===== src/rtl/btn_event_decoder.sv =====
// N-channel button front end: polarity fix, 2-flop synchroniser, debounce and a
// per-channel press classifier producing short, long, auto-repeat and held outputs.
module btn_event_decoder #(
  parameter int N_BTNS          = 4,
  parameter int DEBOUNCE_CYCLES = 1000000,
  parameter int LONG_CYCLES     = 25000000,
  parameter int REPEAT_CYCLES   = 10000000,
  parameter int ACTIVE_LOW      = 0
) (
  input  logic              i_clk,
  input  logic              i_reset_n,
  input  logic [N_BTNS-1:0] i_btn,
  output logic [N_BTNS-1:0] o_level,
  output logic [N_BTNS-1:0] o_short,
  output logic [N_BTNS-1:0] o_long,
  output logic [N_BTNS-1:0] o_repeat,
  output logic [N_BTNS-1:0] o_held
);

  localparam int DB_W = $clog2(DEBOUNCE_CYCLES + 1);
  localparam int LG_W = $clog2(LONG_CYCLES + 1);
  localparam int RP_W = $clog2(REPEAT_CYCLES + 1);

  // Terminal values: the event fires on the cycle the count would reach the parameter.
  localparam logic [DB_W-1:0] DB_LAST = DB_W'(DEBOUNCE_CYCLES - 1);
  localparam logic [LG_W-1:0] LG_LAST = LG_W'(LONG_CYCLES - 1);
  localparam logic [RP_W-1:0] RP_LAST = RP_W'(REPEAT_CYCLES - 1);

  typedef enum logic [1:0] {IDLE, PRESSED, HELD} state_t;

  logic [N_BTNS-1:0] btn_in;
  assign btn_in = (ACTIVE_LOW != 0) ? ~i_btn : i_btn;

  for (genvar g = 0; g < N_BTNS; g++) begin : g_ch
    logic [1:0]      sync_q, sync_d;
    logic [DB_W-1:0] db_cnt_q, db_cnt_d;
    logic            level_q, level_d;
    state_t          state_q, state_d;
    logic [LG_W-1:0] hold_cnt_q, hold_cnt_d;
    logic [RP_W-1:0] rep_cnt_q, rep_cnt_d;
    logic            short_q, short_d;
    logic            long_q, long_d;
    logic            repeat_q, repeat_d;
    logic            held_q, held_d;

    always_comb begin
      sync_d   = {sync_q[0], btn_in[g]};
      level_d  = level_q;
      db_cnt_d = db_cnt_q;
      if (sync_q[1] == level_q) begin
        db_cnt_d = '0;
      end else if (db_cnt_q == DB_LAST) begin
        level_d  = ~level_q;
        db_cnt_d = '0;
      end else begin
        db_cnt_d = db_cnt_q + DB_W'(1);
      end
    end

    // Classifier acts on the new debounced level so events line up with o_level edges.
    always_comb begin
      state_d    = state_q;
      hold_cnt_d = hold_cnt_q;
      rep_cnt_d  = rep_cnt_q;
      short_d    = 1'b0;
      long_d     = 1'b0;
      repeat_d   = 1'b0;
      held_d     = held_q;
      case (state_q)
        IDLE: begin
          if (level_d) begin
            state_d    = PRESSED;
            hold_cnt_d = '0;
          end
        end
        PRESSED: begin
          if (!level_d) begin
            short_d    = 1'b1;
            hold_cnt_d = '0;
            state_d    = IDLE;
          end else if (hold_cnt_q == LG_LAST) begin
            long_d     = 1'b1;
            held_d     = 1'b1;
            hold_cnt_d = '0;
            rep_cnt_d  = '0;
            state_d    = HELD;
          end else begin
            hold_cnt_d = hold_cnt_q + LG_W'(1);
          end
        end
        HELD: begin
          // Release wins over a coincident repeat tick.
          if (!level_d) begin
            held_d    = 1'b0;
            rep_cnt_d = '0;
            state_d   = IDLE;
          end else if (rep_cnt_q == RP_LAST) begin
            repeat_d  = 1'b1;
            rep_cnt_d = '0;
          end else begin
            rep_cnt_d = rep_cnt_q + RP_W'(1);
          end
        end
        default: begin
          state_d = IDLE;
          held_d  = 1'b0;
        end
      endcase
    end

    always_ff @(posedge i_clk or negedge i_reset_n) begin
      if (!i_reset_n) begin
        sync_q     <= '0;
        db_cnt_q   <= '0;
        level_q    <= 1'b0;
        state_q    <= IDLE;
        hold_cnt_q <= '0;
        rep_cnt_q  <= '0;
        short_q    <= 1'b0;
        long_q     <= 1'b0;
        repeat_q   <= 1'b0;
        held_q     <= 1'b0;
      end else begin
        sync_q     <= sync_d;
        db_cnt_q   <= db_cnt_d;
        level_q    <= level_d;
        state_q    <= state_d;
        hold_cnt_q <= hold_cnt_d;
        rep_cnt_q  <= rep_cnt_d;
        short_q    <= short_d;
        long_q     <= long_d;
        repeat_q   <= repeat_d;
        held_q     <= held_d;
      end
    end

    assign o_level[g]  = level_q;
    assign o_short[g]  = short_q;
    assign o_long[g]   = long_q;
    assign o_repeat[g] = repeat_q;
    assign o_held[g]   = held_q;
  end

endmodule


===== config.mk =====
export PLATFORM = sky130hd
export DESIGN_NAME = btn_event_decoder
export DESIGN_NICKNAME = d
export VERILOG_FILES = /design/src/rtl/btn_event_decoder.sv
export SDC_FILE = /design/constraint.sdc
export NUM_CORES = 1
export LEC_CHECK = 0
export CORE_AREA = 3 3 171 339
export CTS_CLUSTER_DIAMETER = 80
export DETAILED_ROUTE_END_ITERATION = 8
export DIE_AREA = 0 0 174 342
export SLEW_MARGIN = 20
export SYNTH_ARGS = -nofsm -noshare
export SYNTH_HDL_FRONTEND = slang
export SYNTH_SLANG_ARGS = --single-unit

===== constraint.sdc =====
create_clock -name i_clk -period 3.73 [get_ports i_clk]
set_clock_uncertainty 0.2 [all_clocks]
set_input_delay 0.746 -clock i_clk [delete_from_list [all_inputs] [get_ports i_clk]]
set_output_delay 0.746 -clock i_clk [all_outputs]
set_load 0.02 [all_outputs]

# == Word-level counts from Yosys, hierarchy flattened ==
# Index checks and enable logic that the tools add are counted.
# totals
reg_bits,312
wordCells,252
output_inout_bits,20
# op_classes
n_addsub,12
muxes,120
n_eq_ne,44
bitwise_logic,8
reduce_logical,28
# op_table
operator,n
2-to-1 mux 24 bit,16
2-to-1 mux 25 bit,12
one-hot mux 25 bit (2 select lines),4
one-hot mux 24 bit (2 select lines),4
2-to-1 mux 20 bit,8
"adder 25 x 1 -> 25 bit, second input constant",4
"== test 25 bit, second input constant",4
"adder 24 x 1 -> 24 bit, second input constant",4
"== test 24 bit, second input constant",4
"adder 20 x 1 -> 20 bit, second input constant",4
"== test 20 bit, second input constant",4
2-to-1 mux 1 bit,52
2-to-1 mux 2 bit,16
"inequality test 2 bit, second input constant",16
one-hot mux 2 bit (3 select lines),4
AND reduction 3 bit,8
AND reduction 4 bit,4
nonzero test 2 bit,8
"inequality test 3 bit, second input constant",4
one-hot mux 1 bit (3 select lines),4
"== test 2 x 1 -> 1 bit, second input constant",4
"== test 2 bit, second input constant",4
logical NOT 2 bit,4
inverter 1 bit,8
other kinds (2),8

# == Longest topological paths before layout ==
# logic_depth
depth_word,5
depth_mapped,10

# == Least setup slack after synthesis ==
# No wires, ideal clock.
# synth_path
path_kind,reg2reg
start,reg g_ch[0].db_cnt_q[6]
end,reg g_ch[0].rep_cnt_q[21]
stages_incl_launch_ff,9
arrival_time_ns,2.592
setup_time_ns,0.126
n_path_buf,2
required_ns,3.404
path_slack_ns,0.812
synth_period_minus_slack_ns,2.918
path_cell_list,dfrtp_1 -> or4_4 -> nor4_4 -> nand3_2 -> a211o_4 -> and2_4 -> buf_6 -> buf_8 -> a221o_1
# synth_between
elab_chain_len,5
# synth_lines
element,line_no,rtl
from (decl),36,"logic [DB_W-1:0] db_cnt_q, db_cnt_d;"
from (signal assigned),125,db_cnt_q <= db_cnt_d;
== test 20 bit *,52,end else if (db_cnt_q == DB_LAST) begin
2-to-1 mux 1 bit *,52,
2-to-1 mux 1 bit *,50,if (sync_q[1] == level_q) begin
2-to-1 mux 24 bit or inequality test 2 bit (tied branches),--,
one-hot mux 24 bit (2 select lines) or AND reduction 3 bit (tied branches),--,
to (signal assigned),129,rep_cnt_q <= rep_cnt_d;
to (decl),40,"logic [RP_W-1:0] rep_cnt_q, rep_cnt_d;"
# Mark *: on every way between the ends. The rest lies on a longest branch, timed or not.
# A chain may end at the register's enable or synchronous reset.

# == Worst setup path in the final report ==
# layout_path
start,reg g_ch[0].db_cnt_q[6]
end,reg g_ch[0].hold_cnt_q[24]
# layout_between
elab_chain_len,5
# layout_lines
element,line_no,rtl
== test 20 bit *,52,
2-to-1 mux 1 bit *,52,
2-to-1 mux 1 bit *,50,
2-to-1 mux 25 bit or inequality test 2 bit (tied branches),--,
one-hot mux 25 bit (2 select lines) or AND reduction 2 bit (tied branches),--,
to (signal assigned),128,hold_cnt_q <= hold_cnt_d;
to (decl),39,"logic [LG_W-1:0] hold_cnt_q, hold_cnt_d;"
# Marked as above.

==> flow_summary_export.csv <==
group,metric,value,unit
setup_path,worstPathRequired,4.03,ns
clock_tree,cts_root_buf,"clkbuf_16",
clock_tree,postCtsSetupRepairBufs,0,
yosys,synthesis.area,16600,µm²
power_and_ir_drop,p_clk_frac,0.476,
layout,nNetsFinal,1809,
power_and_ir_drop,swShare,0.225,
power_and_ir_drop,p_int,5.23,mW
power_and_ir_drop,p_switching,1.52,mW
yosys,synth_edf_count,0,
floorplanning,io_pins,26,
clock_tree,cts.sinks,312,
timing,max_freq,0.319,GHz
placement,hpwl,27400,µm
placement,gp_congestion,0.839,
clock_tree,hold_buffers,0,
yosys,postSynthAreaPerCell,9.32,µm²
floorplanning,rows,122,
global_route,grtUsageTotal,0.132,
flow_run,cap_violations,0,
timing,hold_viol,0,
routing,first_pass_iters,4,
floorplanning,die_area,59500,µm²
floorplanning,core_area,55600,µm²
layout,fin_cells,2558,
setup_path,path_class,"register to register",
routing,wl_per_cell,15.2,µm
timing,max_slew_margin,0.356,
timing,slew_viol_final,0,
power_and_ir_drop,p_per_area,360,nW/µm²
clock_tree,cts_made_buffers,31,
clock_tree,cts_tree,"built",
outcome,outcome,"finished clean",
setup_path,r2r_cells,6,
yosys,yosys_warnings,0,
global_route,grt_pass1_wl,67300,µm
power_and_ir_drop,power_frac_comb,0.018,
floorplanning,die_y,342,µm
power_and_ir_drop,power_leakage,7.78,nW
layout,seq_area,7810,µm²
clock_tree,cts_resized,0,
power_and_ir_drop,seqPwrFrac,0.506,
timing,fin_crit,3.13,ns
yosys,synth.ff_latch_count,312,
routing,vias_per_cell,5.21,
routing,drc_errors,0,
clock_tree,cts.path.max_buffers,3,
clock_tree,clkSlewWorstSetupHoldPaths,0.07,ns
routing,final_antenna_net_count,0,
clock_tree,clk_latency,0.58,ns
routing,wl,38900,µm
placement,portBuffers,25,
timing,worstMarginPinSlew,0.961,ns
yosys,syn_inst,1777,
setup_path,critPathLaunchType,"register",
timing,setup_viol,0,
global_route,globalRouteOverflowTotal,0,
layout,area_delta_synth_final,13.1,%
timing,rsz0062_at_grt,"no",
global_route,grt_pass1_vias,14000,
hold_path,hp-class,"input port to async pin",
power_and_ir_drop,vdd_drop_max,0.316,mV
global_route,antenna_found_initial,0,
layout,layout_common_cells,"dfrtp_1, nor2_1, nand2_1",
yosys,yosysUniqueCellTypes,86,
layout,layout-drive-gt1-share,0.0777,
yosys,synth_nets,1795,
layout,n_fill_cell,5700,
floorplanning,initial_utilization,0.298,
placement,place_area,17700,µm²
setup_path,path_max_fanout,7,
layout,layout_commonest_cell,"dfrtp_1",
layout,diodes,0,
floorplanning,die_w,174,µm
layout,stdcell_area,18700,µm²
yosys,synth_async_sr_flop_share,1.00,
routing,num_vias,13300,
setup_path,end_kind,"register",
placement,dp.cells,2502,
global_route,grt_max_degree,97,
layout,utilization,0.337,
routing,drt_iter0_drc,840,
timing,fin_crit_sh,0.840,
clock_tree,htreeDepth,1,
setup_path,arrival,3.43,ns
timing,setup_tns,0,ns
layout,multi_input_area,8190,µm²
yosys,seq_area_frac_synth,0.471,
power_and_ir_drop,power,6.74,mW
yosys,ys.flop_type,"dfrtp_1",
-- final cells by class --
cell class / instances / share of cell area
flip-flops and latches: 312 / 0.417
clock inverters: 19 / 0.0110
inverters: 48 / 0.00962
multi-input cells: 1335 / 0.437
clock buffers: 37 / 0.0442
repair buffers: 63 / 0.0315
well taps: 744 / 0.0497
-- kinds of logic (layout without fill, tap and decap cells) --
group                    Yosys count  count (layout)  share of synthesized area
AND/OR/NAND/NOR                  868             868                      0.272
flip-flops                       312             312                      0.471
AO/OA/AOI/OAI                    309             309                      0.133
XOR/XNOR                         137             137                     0.0724
buffers and inverters            130             167                     0.0363
adder cells (fa/ha/maj)           12              12                    0.00906
multiplexers                       9               9                    0.00589
-- routing by layer --
metal / routed length [µm] / vias up / share of wire / GRT usage
met4: 1090 / 0 / 0.028 / 0.0473
li1: - / 6460 / - / -
met1: 15000 / 6628 / 0.39 / 0.140
met5: 0 / - / 0 / 0
met3: 1110 / 69 / 0.029 / 0.0171
met2: 21700 / 165 / 0.56 / 0.262
-- worst max-delay path: stages (launching register included) --
cell	delay, ns
dfrtp_1	0.45
or4_4	0.57
nor4_4	0.42
nor4b_4	0.44
o211ai_1	0.28
or4_1	0.55
a21oi_1	0.15
-- Yosys cell counts, types with 6 or more instances --
library cell | number | area (µm²)
and3_1 | 70 | 438
xor2_1 | 80 | 701
a21oi_1 | 61 | 305
a21o_1 | 7 | 52.6
a221o_1 | 15 | 150
o211ai_1 | 14 | 105
or4_1 | 16 | 120
and2_1 | 13 | 81.3
xnor2_1 | 57 | 499
nor4_1 | 25 | 156
or3_1 | 29 | 181
buf_2 | 16 | 80.1
nand2_1 | 151 | 567
nand3b_1 | 6 | 45.0
buf_4 | 20 | 150
nand4_1 | 61 | 382
nor2b_1 | 17 | 106
nor4b_1 | 15 | 131
nor3_1 | 47 | 235
inv_1 | 46 | 173
a22o_1 | 18 | 158
and4_1 | 23 | 201
a211oi_1 | 18 | 135
a31oi_1 | 16 | 100
a221o_2 | 8 | 90.1
nand3_1 | 121 | 606
dfrtp_1 | 312 | 7810
clkbuf_1 | 42 | 158
nor2_1 | 228 | 856
mux2_2 | 6 | 67.6
o2111ai_1 | 11 | 96.3
ha_1 | 12 | 150
o31ai_1 | 15 | 113
nand2b_1 | 9 | 56.3
o21ai_0 | 57 | 285
-- worst paths after layout --
| kind | end | slack (ns) | from |
|---|---|---|---|
| worst max-delay path | g_ch[0].hold_cnt_q[24] | 0.60 | g_ch[0].db_cnt_q[6] |
| worst max register to register | g_ch[0].hold_cnt_q[24] | 0.60 | g_ch[0].db_cnt_q[6] |
| min in group i_clk | g_ch[1].sync_q[1] | 0.15 | g_ch[1].sync_q[0] |
| worst min register to register | g_ch[1].sync_q[1] | 0.15 | g_ch[1].sync_q[0] |
| worst min-delay path | g_ch[3].db_cnt_q[2] | 0.02 | i_reset_n |
| max in group asynchronous | g_ch[2].hold_cnt_q[18] | 2.48 | i_reset_n |
-- flip-flops by register name, summed over array words and instances (netlist names) --
signal and cells:
g_ch.rep_cnt_q 96, g_ch.repeat_q 4, g_ch.sync_q 8, g_ch.hold_cnt_q 100, g_ch.state_q 8, g_ch.short_q 4, g_ch.db_cnt_q 80, g_ch.held_q 4
g_ch.long_q 4, g_ch.level_q 4
-- through the flow --
stage	setup WS, ns	hold WS [ns]
after floorplan	0.812	0.131
after global placement	0.373	0.137
after detailed placement	0.278	0.135
after CTS	0.276	0.0271
after global routing	0.318	0.0561
final	0.596	0.0221
-- power by group through the flow --
| stage | Combinational [mW] | Sequential, mW | Clock (mW) |
|---|---|---|---|
| after global placement | 0.129 | 3.47 | 0 |
| after global routing | 0.148 | 3.41 | 3.46 |
| after floorplan | 0.0311 | 3.47 | 0 |
| final | 0.124 | 3.41 | 3.21 |
| after CTS | 0.133 | 3.41 | 3.34 |
| after detailed placement | 0.133 | 3.48 | 0 |
Note: power is estimated with default switching activity, not from simulation.
